File: src/rtl/multi_mode_timer.sv
// Single-channel timer/counter with a prescaler, four counting modes, preload,
// synchronised input capture and sticky overflow/capture flags.
module multi_mode_timer #(
  parameter int DATA_WIDTH     = 16,
  parameter int PRESCALE_WIDTH = 8
) (
  input  logic                      CLOCK,
  input  logic                      RESET,
  input  logic                      ENABLE,
  input  logic [1:0]                MODE,
  input  logic [DATA_WIDTH-1:0]     PERIOD,
  input  logic [PRESCALE_WIDTH-1:0] PRESCALE,
  input  logic                      LOAD_STROBE,
  input  logic [DATA_WIDTH-1:0]     LOAD_VALUE,
  input  logic                      CAPTURE_IN,
  input  logic                      CLEAR_FLAGS,
  output logic [DATA_WIDTH-1:0]     DATA,
  output logic [DATA_WIDTH-1:0]     CAPTURE_DATA,
  output logic                      TERMINAL,
  output logic                      OVERFLOW_FLAG,
  output logic                      CAPTURE_FLAG,
  output logic                      RUNNING
);

  typedef enum logic [1:0] {
    IDLE = 2'b00,
    RUN  = 2'b01,
    DONE = 2'b10
  } state_t;

  localparam logic [1:0] MODE_FREE    = 2'b00;
  localparam logic [1:0] MODE_PERIOD  = 2'b01;
  localparam logic [1:0] MODE_ONESHOT = 2'b10;
  localparam logic [1:0] MODE_DOWN    = 2'b11;

  localparam logic [DATA_WIDTH-1:0]     CNT_ONE   = 1;
  localparam logic [DATA_WIDTH-1:0]     CNT_MAX   = '1;
  localparam logic [PRESCALE_WIDTH-1:0] PRESC_ONE = 1;

  state_t                    state_q, state_d;
  logic [1:0]                mode_q, mode_d;
  logic [PRESCALE_WIDTH-1:0] presc_q, presc_d;
  logic [DATA_WIDTH-1:0]     count_q, count_d;
  logic [DATA_WIDTH-1:0]     cap_data_q, cap_data_d;
  logic                      terminal_q, terminal_d;
  logic                      ovf_q, ovf_d;
  logic                      cap_flag_q, cap_flag_d;
  logic                      sync1_q, sync1_d;
  logic                      sync2_q, sync2_d;
  logic                      edge_q, edge_d;
  logic                      tick;
  logic                      cap_detect;
  logic [DATA_WIDTH-1:0]     count_up;

  assign count_up   = count_q + CNT_ONE;
  assign cap_detect = sync2_q & ~edge_q;

  always_comb begin
    state_d    = state_q;
    mode_d     = mode_q;
    presc_d    = presc_q;
    count_d    = count_q;
    cap_data_d = cap_data_q;
    terminal_d = 1'b0;
    ovf_d      = ovf_q;
    cap_flag_d = cap_flag_q;
    sync1_d    = CAPTURE_IN;
    sync2_d    = sync1_q;
    edge_d     = sync2_q;
    tick       = 1'b0;

    if (state_q == IDLE && ENABLE) begin
      state_d = RUN;
      mode_d  = MODE;
    end

    if (state_q == RUN && ENABLE) begin
      if (presc_q == PRESCALE) begin
        tick    = 1'b1;
        presc_d = '0;
      end else begin
        presc_d = presc_q + PRESC_ONE;
      end
    end

    if (tick) begin
      case (mode_q)
        MODE_FREE: begin
          count_d    = count_up;
          terminal_d = (count_q == CNT_MAX);
        end
        MODE_PERIOD: begin
          if (count_q == PERIOD) begin
            count_d    = '0;
            terminal_d = 1'b1;
          end else begin
            count_d = count_up;
          end
        end
        MODE_ONESHOT: begin
          count_d = count_up;
          if (count_up == PERIOD) begin
            terminal_d = 1'b1;
            state_d    = DONE;
          end
        end
        MODE_DOWN: begin
          if (count_q == '0) begin
            count_d    = PERIOD;
            terminal_d = 1'b1;
          end else begin
            count_d = count_q - CNT_ONE;
          end
        end
        default: count_d = count_q;
      endcase
    end

    // A preload wins over any tick in the same cycle, including a one-shot finish.
    if (LOAD_STROBE) begin
      count_d    = LOAD_VALUE;
      presc_d    = '0;
      terminal_d = 1'b0;
      mode_d     = MODE;
      if (state_q != IDLE) begin
        state_d = RUN;
      end
    end

    if (terminal_d) begin
      ovf_d = 1'b1;
    end else if (CLEAR_FLAGS) begin
      ovf_d = 1'b0;
    end

    // Capture the count as it appears after this edge, so it matches DATA.
    if (cap_detect) begin
      cap_data_d = count_d;
      cap_flag_d = 1'b1;
    end else if (CLEAR_FLAGS) begin
      cap_flag_d = 1'b0;
    end
  end

  always_ff @(posedge CLOCK or posedge RESET) begin
    if (RESET) begin
      state_q    <= IDLE;
      mode_q     <= MODE_FREE;
      presc_q    <= '0;
      count_q    <= '0;
      cap_data_q <= '0;
      terminal_q <= 1'b0;
      ovf_q      <= 1'b0;
      cap_flag_q <= 1'b0;
      sync1_q    <= 1'b0;
      sync2_q    <= 1'b0;
      edge_q     <= 1'b0;
    end else begin
      state_q    <= state_d;
      mode_q     <= mode_d;
      presc_q    <= presc_d;
      count_q    <= count_d;
      cap_data_q <= cap_data_d;
      terminal_q <= terminal_d;
      ovf_q      <= ovf_d;
      cap_flag_q <= cap_flag_d;
      sync1_q    <= sync1_d;
      sync2_q    <= sync2_d;
      edge_q     <= edge_d;
    end
  end

  assign DATA          = count_q;
  assign CAPTURE_DATA  = cap_data_q;
  assign TERMINAL      = terminal_q;
  assign OVERFLOW_FLAG = ovf_q;
  assign CAPTURE_FLAG  = cap_flag_q;
  assign RUNNING       = (state_q == RUN) && ENABLE;

endmodule

File: config.mk
export PLATFORM = sky130hd
export DESIGN_NAME = multi_mode_timer
export DESIGN_NICKNAME = d
export VERILOG_FILES = /design/src/rtl/multi_mode_timer.sv
export SDC_FILE = /design/constraint.sdc
export NUM_CORES = 1
export LEC_CHECK = 0
export CAP_MARGIN = 10
export CORE_MARGIN = 2
export CORE_UTILIZATION = 47
export CTS_CLUSTER_DIAMETER = 150
export DETAILED_ROUTE_END_ITERATION = 12
export PLACE_DENSITY = 0.78
export SLEW_MARGIN = 20
export SYNTH_ARGS = -nofsm -noshare
export SYNTH_HDL_FRONTEND = slang
export SYNTH_SLANG_ARGS = --single-unit
File: constraint.sdc
create_clock -name CLOCK -period 2.8 [get_ports CLOCK]
set_input_delay 0.42 -clock CLOCK [delete_from_list [all_inputs] [get_ports CLOCK]]
set_output_delay 0.42 -clock CLOCK [all_outputs]
set_load 0.05 [all_outputs]
==> metrics.md, run 1 <==
| Metric | Value |
|---|---|
| Largest net degree at the start of global routing | `51` |
| Worst-path cell chain | `clkdlybuf4s50_1 > xor2_1 > or4_4 > buf_4 > nor2_2 > buf_4 > o41ai_1 > a22oi_1 > a21oi_1` |
| Max Fclk | `0.360 GHz` |
| H-tree depth | `2` |
| Cell with the most instances after synthesis | `nor2_1` |
| Post-route non-filler standard cell count | `747` |
| Final hold slack | `375 ps` |
| Antenna cell count | `0` |
| Clk_lat worst skew | `310 ps` |
| Post-synth top cells | `52 x nor2_1, 50 x dfrtp_1, 42 x nand2_1` |
| Total vias in the final route | `4,550` |
| Delay of the slowest critical-path stage | `770 ps` |
| Crit-path max FO | `2` |
| Total GRT Usage | `31.6%` |
| Core box area | `8180 um^2` |
| Gpl congestion | `1.05` |
| Detail-routed via count per cell | `6.09` |
| Final Cycle Share | `99.3%` |
| Sequential element share of the synthesized area | `31.7%` |
| Number of enable flip-flop cells after synthesis | `0` |
| Max-slew violations | `0` |
| CP Data Required Time | `3020 ps` |
| P&R area growth vs syn | `46.2%` |
| Placement Setup Slack | `-333 ps` |
| Buffers added on ports | `83` |
| VDD IR-drop max | `252 uV` |
| Ys async rst share | `100%` |
| Top-level I/O count | `84` |
| Cell mode on critical path | `buf_4` |
| Post-synth top area cell | `dfrtp_1` |
| Startpoint types | `input pin` |
| Share of cells above drive strength 1 | `24.9%` |
| Die area | `9140 um^2` |
| Die Height | `95.6 um` |
| Yosys warning count | `0` |
| CP max stage cell | `o41ai_1` |
| Clock Tree Root | `clkbuf_8` |
| Initial antenna violation count | `0` |
| Critical Path AT | `3000 ps` |
| Hold Vio Cnt, Final | `0` |
| Worst Setup End Kind | `flop` |
| Final #Nets | `693` |
| Post-route setup slack | `20.5 ps` |
| Post-DR wirelength/cell | `19.0 um` |
| Initial drt markers | `530` |
| Unique masters post-synth | `65` |
| Area contributors post-synth | `dfrtp_1 32%, xnor2_1 6.7%, nor2_1 5.0%, nand2_1 4.0%, a21oi_1 3.8%` |
| Clk sinks | `50` |
| Filler Cell Count | `680` |
| Die width | `95.6 um` |
| Worst-case clock buffer depth | `2` |
| Final setup fails | `0` |
| Net Count, Synth | `541` |
| Post-Route Setup TNS | `0 ps` |
| Num rows | `33` |
| Crit Path Class | `in -> reg` |
| Post-layout minimum cycle time | `2780 ps` |
| Syn Inst Count | `489` |
| RSZ-0062 raised after global routing | `true` |
| Maximum Capacitance Violations | `0` |
| #FFs+latches synth | `50` |
| Slew at the pin closest to its max-slew limit | `885 ps` |
| Ys flop type | `dfrtp_1` |
| Syn_area_per_cell | `8.06 um^2` |
| P_leak | `2.28 nW` |
| Status | `complete, no violations` |
| Detailed Routing Iterations Pass 1 | `7` |
| Number of global-route vias before repair | `4,415` |
| Global-route wire length before repair | `22.3 mm` |
| Num CTS Buffers | `5` |
| Cts hold-fix bufs | `0` |
| Placed instance count | `736` |
| Grt total ovfl | `0` |
| Total Wirelength | `14.2 mm` |
| Residual DRC | `0` |
| Post-DRT Antenna Nets | `0` |
| Yosys top cell area share | `31.7%` |
| HPWL after detailed placement | `11.0 mm` |
| Clock Skew | `5.11 ps` |
| Mapped cell area | `3940 um^2` |
| Hold crit path type | `reg -> reg` |
| TritonCTS clock tree | `built` |
| Max transition margin | `40.2%` |
| Clock-pin slew on the worst setup and hold paths | `90 ps` |
| Initial Util | `48.2%` |
| PD cells | `415 nW/um^2` |
==> area by class of cell <==
class | count | area [um^2] | share of cell area (%)
multi-input combinational | 387 | 2600 | 45.1
timing repair buffer | 184 | 1610 | 27.9
sequential | 50 | 1260 | 21.9
tap | 105 | 131 | 2.28
clock buffer | 6 | 72.6 | 1.26
inverter | 13 | 48.8 | 0.847
clock inverter | 2 | 37.5 | 0.651
==> critical path, delay by kind of cell <==
kind,cells,cell delay (ps)
AOI/OAI and AO/OA,3,1260
buffers and inverters,3,760
xor gates and xnor gates,1,290
and+or+nand+nor,2,250
==> metal layers <==
layer	wire [um]	global-route usage (%)	share of wire, %
met5	0	0	0
met4	399	9.64	2.8
met3	1180	4.11	8.3
met2	6870	52.7	48
met1	5770	42.6	41
==> final timing paths <==
path,from,endpoint,slack (ps),depth (start not counted)
worst max-delay path,PERIOD[14],DATA[8]$_DFF_PP0_,20,9
worst min-delay path,sync1_q$_DFF_PP0_,edge_d$_DFF_PP0_,370,0
worst max register to register,DATA[9]$_DFF_PP0_,DATA[8]$_DFF_PP0_,40,9
worst min register to register,sync1_q$_DFF_PP0_,edge_d$_DFF_PP0_,370,0
max in group asynchronous,RESET,DATA[8]$_DFF_PP0_,1720,3
min in group asynchronous,RESET,sync1_q$_DFF_PP0_,600,3
==> stage by stage <==
step | util (%) | area, um^2 | total power [mW]
detailed placement | 67.0 | 5480 | 1.84
CTS | 68.5 | 5600 | 2.36
global route | 70.5 | 5760 | 2.50
finish | 70.5 | 5760 | 2.39
global placement | 67.0 | 5480 | 1.82
floorplan | - | 3970 | 1.42
==> timing repair <==
| action | CTS | global route |
|---|---|---|
| pin swaps | 1 | 8 |
| endpoints found under the setup margin | 4 | 24 |
| setup buffers | 0 | 3 |
| resized for setup | 1 | 28 |
| gates cloned | 0 | 0 |
==> flip-flops by register name, indices dropped and copies added (netlist names) <==
register / count
CAPTURE_DATA: 16
CAPTURE_FLAG: 1
DATA: 16
OVERFLOW_FLAG: 1
TERMINAL: 1
edge_d: 1
edge_q: 1
mode_q: 2
presc_q: 8
state_q: 2
sync1_q: 1
==> report_power, final <==
part | internal (mW) | switching, mW
logic | 0.424 | 0.576
registers | 0.788 | 0.0797
clock network | 0.267 | 0.256
total | 1.48 | 0.912
==> kinds of logic (layout without fill, tap and decap cells) <==
group | Yosys count | in the layout | synth area share [%]
compound gates | 135 | 135 | 22.9
simple gates | 200 | 200 | 27.3
xor+xnor | 41 | 41 | 9.11
buf+inv | 52 | 205 | 5.68
flops | 50 | 50 | 31.7
fa+ha+maj | 4 | 4 | 1.27
mux | 7 | 7 | 2.03
==> layout by cell type (no fill, tap or decap), types with 12 or more instances in the layout <==
master           Yosys  final
nor3_1              14     12
a21oi_1             30     29
o21ai_0             30     28
nand3_1             13     13
o31ai_1             12     12
nand2_1             42     42
xnor2_1             30     25
clkdlybuf4s50_1      0     82
nor2_1              52     51
dfrtp_1             50     41
buf_4                1     98
No activity file was read; power rests on OpenSTA's default activity.
==> run 2: changes to the inputs <==
Settings changed: CORE_UTILIZATION 47 to 58, DONT_BUFFER_PORTS set to 1, PLACE_DENSITY 0.78 to 0.76, REMOVE_ABC_BUFFERS set to 1, SLEW_MARGIN 20 to unset.
==> metrics.md, run 2 (synthesized netlist as in run 1, its figures left out) <==
| Metric | Value |
|---|---|
| Cell mode on critical path | `or4_4` |
| Max-slew violations | `0` |
| H-tree depth | `2` |
| Hold Vio Cnt, Final | `0` |
| Final hold slack | `40.9 ps` |
| Grt total ovfl | `0` |
| Max transition margin | `28.5%` |
| Area after DPL | `4400 um^2` |
| Total Wirelength | `13.2 mm` |
| TritonCTS clock tree | `built` |
| Detailed Routing Iterations Pass 1 | `5` |
| PD cells | `446 nW/um^2` |
| Critical Path AT | `2940 ps` |
| Clock Tree Root | `clkbuf_8` |
| Final instance area | `4670 um^2` |
| Post-DR wirelength/cell | `21.5 um` |
| Detail-routed via count per cell | `6.83` |
| Worst-path cell chain | `buf_6 > or4_4 > or4_4 > buf_8 > o21ai_2 > a21oi_1 > o32a_1 > mux2_4` |
| Placed instance count | `599` |
| Levels on crit path | `8` |
| Die area | `7470 um^2` |
| Number of global-route vias before repair | `3,956` |
| Cells on worst reg2reg path | `8` |
| Top-level I/O count | `84` |
| Commonest non-fill, non-tap cell in the layout | `buf_4` |
| Reg2reg end | `CAPTURE_DATA[13]$_DFFE_PP0P_` |
| HPWL after detailed placement | `9.80 mm` |
| VDD IR-drop max | `403 uV` |
| Post-route non-filler standard cell count | `613` |
| Largest net degree at the start of global routing | `29` |
| Delay of the slowest critical-path stage | `550 ps` |
| Met3 GRT Util | `5.90%` |
| Power Total | `2.08 mW` |
| Startpoint types | `flop` |
| Crit-path max FO | `6` |
| Worst r2r src | `DATA[4]$_DFF_PP0_` |
| Initial antenna violation count | `0` |
| Final #Nets | `584` |
| Clk_lat worst skew | `310 ps` |
| Residual DRC | `0` |
| CP Data Required Time | `3000 ps` |
| Post-layout minimum cycle time | `2740 ps` |
| P&R area growth vs syn | `18.5%` |
| Maximum Capacitance Violations | `0` |
| Core box area | `6680 um^2` |
| Initial drt markers | `354` |
| Util after Layout | `69.9%` |
| Initial Util | `59.0%` |
| Met2 Track Usage GR | `57.6%` |
| Num CTS Buffers | `5` |
| Buffers added on ports | `0` |
| Filler Cell Count | `554` |
| Setup slack, reg-to-reg | `60 ps` |
| Worst path bufs/invs | `2` |
| Post-Route Setup TNS | `0 ps` |
| Clk sinks | `50` |
| Cts hold-fix bufs | `0` |
| CP max stage cell | `or4_4` |
| Share of cells above drive strength 1 | `23.1%` |
| Post-DRT Antenna Nets | `0` |
| Crit Path Class | `reg -> reg` |
| Final Cycle Share | `97.7%` |
| Gpl congestion | `1.01` |
| Worst-case clock buffer depth | `2` |
| Clock Skew | `5.58 ps` |
| Total GRT Usage | `35.3%` |
| P_leak | `1.83 nW` |
| Total vias in the final route | `4,187` |
| Placement Setup Slack | `44.0 ps` |
| Hold crit path type | `in -> async` |
| Status | `complete, no violations` |
| Final setup fails | `0` |
| Global-route wire length before repair | `20.5 mm` |
| Antenna cell count | `0` |
| Die width | `86.4 um` |
| GRT busiest layer | `met2` |
| Worst Setup End Kind | `flop` |
| Slew at the pin closest to its max-slew limit | `1060 ps` |
| Met1 Use GR | `46.9%` |
| Commonest non-fill, non-tap cells in the layout | `68 x buf_4, 52 x nor2_1, 48 x dfrtp_1, 41 x nand2_1` |
| Max Fclk | `0.365 GHz` |
| Clock-pin slew on the worst setup and hold paths | `100 ps` |
| Delay-heaviest family, CP | `simple AND/OR/NAND/NOR gates` |
| Post-route setup slack | `63.1 ps` |
| Num rows | `30` |
| Die Height | `86.4 um` |
[run 2: per-layer routing]
layer | vias to the layer above | part of all wire (%)
li1 | 1888 | -
met1 | 2032 | 41
met2 | 224 | 47
met3 | 43 | 8.0
met4 | 0 | 3.8
met5 | - | 0
[run 2: power breakdown]
part | internal [mW] | switching [mW]
combinational | 0.254 | 0.394
clock | 0.182 | 0.261
sequential | 0.784 | 0.210
[run 2: what timing repair did]
item                       in CTS  in global routing
setup endpoints to repair       0                 24
setup buffers                   0                  6
resized for setup               0                 29
hold endpoints to repair        0                  0
[run 2: cell type report]
cell class	count	area [um^2]	share of cell area (%)
clock buffer	6	72.6	1.55
clock inverter	2	17.5	0.375
inverter	13	48.8	1.04
multi-input combinational	387	2580	55.3
sequential	50	1250	26.8
tap	80	100	2.14
timing repair buffer	75	596	12.7
[run 2: worst max path at each step]
stage / from / end / slack (ps)
2_1_floorplan: DATA[6]$_DFF_PP0_ / CAPTURE_DATA[13]$_DFFE_PP0P_ / -500
3_3_place_gp: DATA[1]$_DFF_PP0_ / CAPTURE_DATA[12]$_DFFE_PP0P_ / 80
3_5_place_dp: DATA[0]$_DFF_PP0_ / OVERFLOW_FLAG$_DFFE_PP0P_ / 40
4_1_cts: DATA[0]$_DFF_PP0_ / OVERFLOW_FLAG$_DFFE_PP0P_ / 8
5_1_grt: DATA[4]$_DFF_PP0_ / CAPTURE_DATA[1]$_DFFE_PP0P_ / -30
6_report: DATA[4]$_DFF_PP0_ / CAPTURE_DATA[13]$_DFFE_PP0P_ / 60
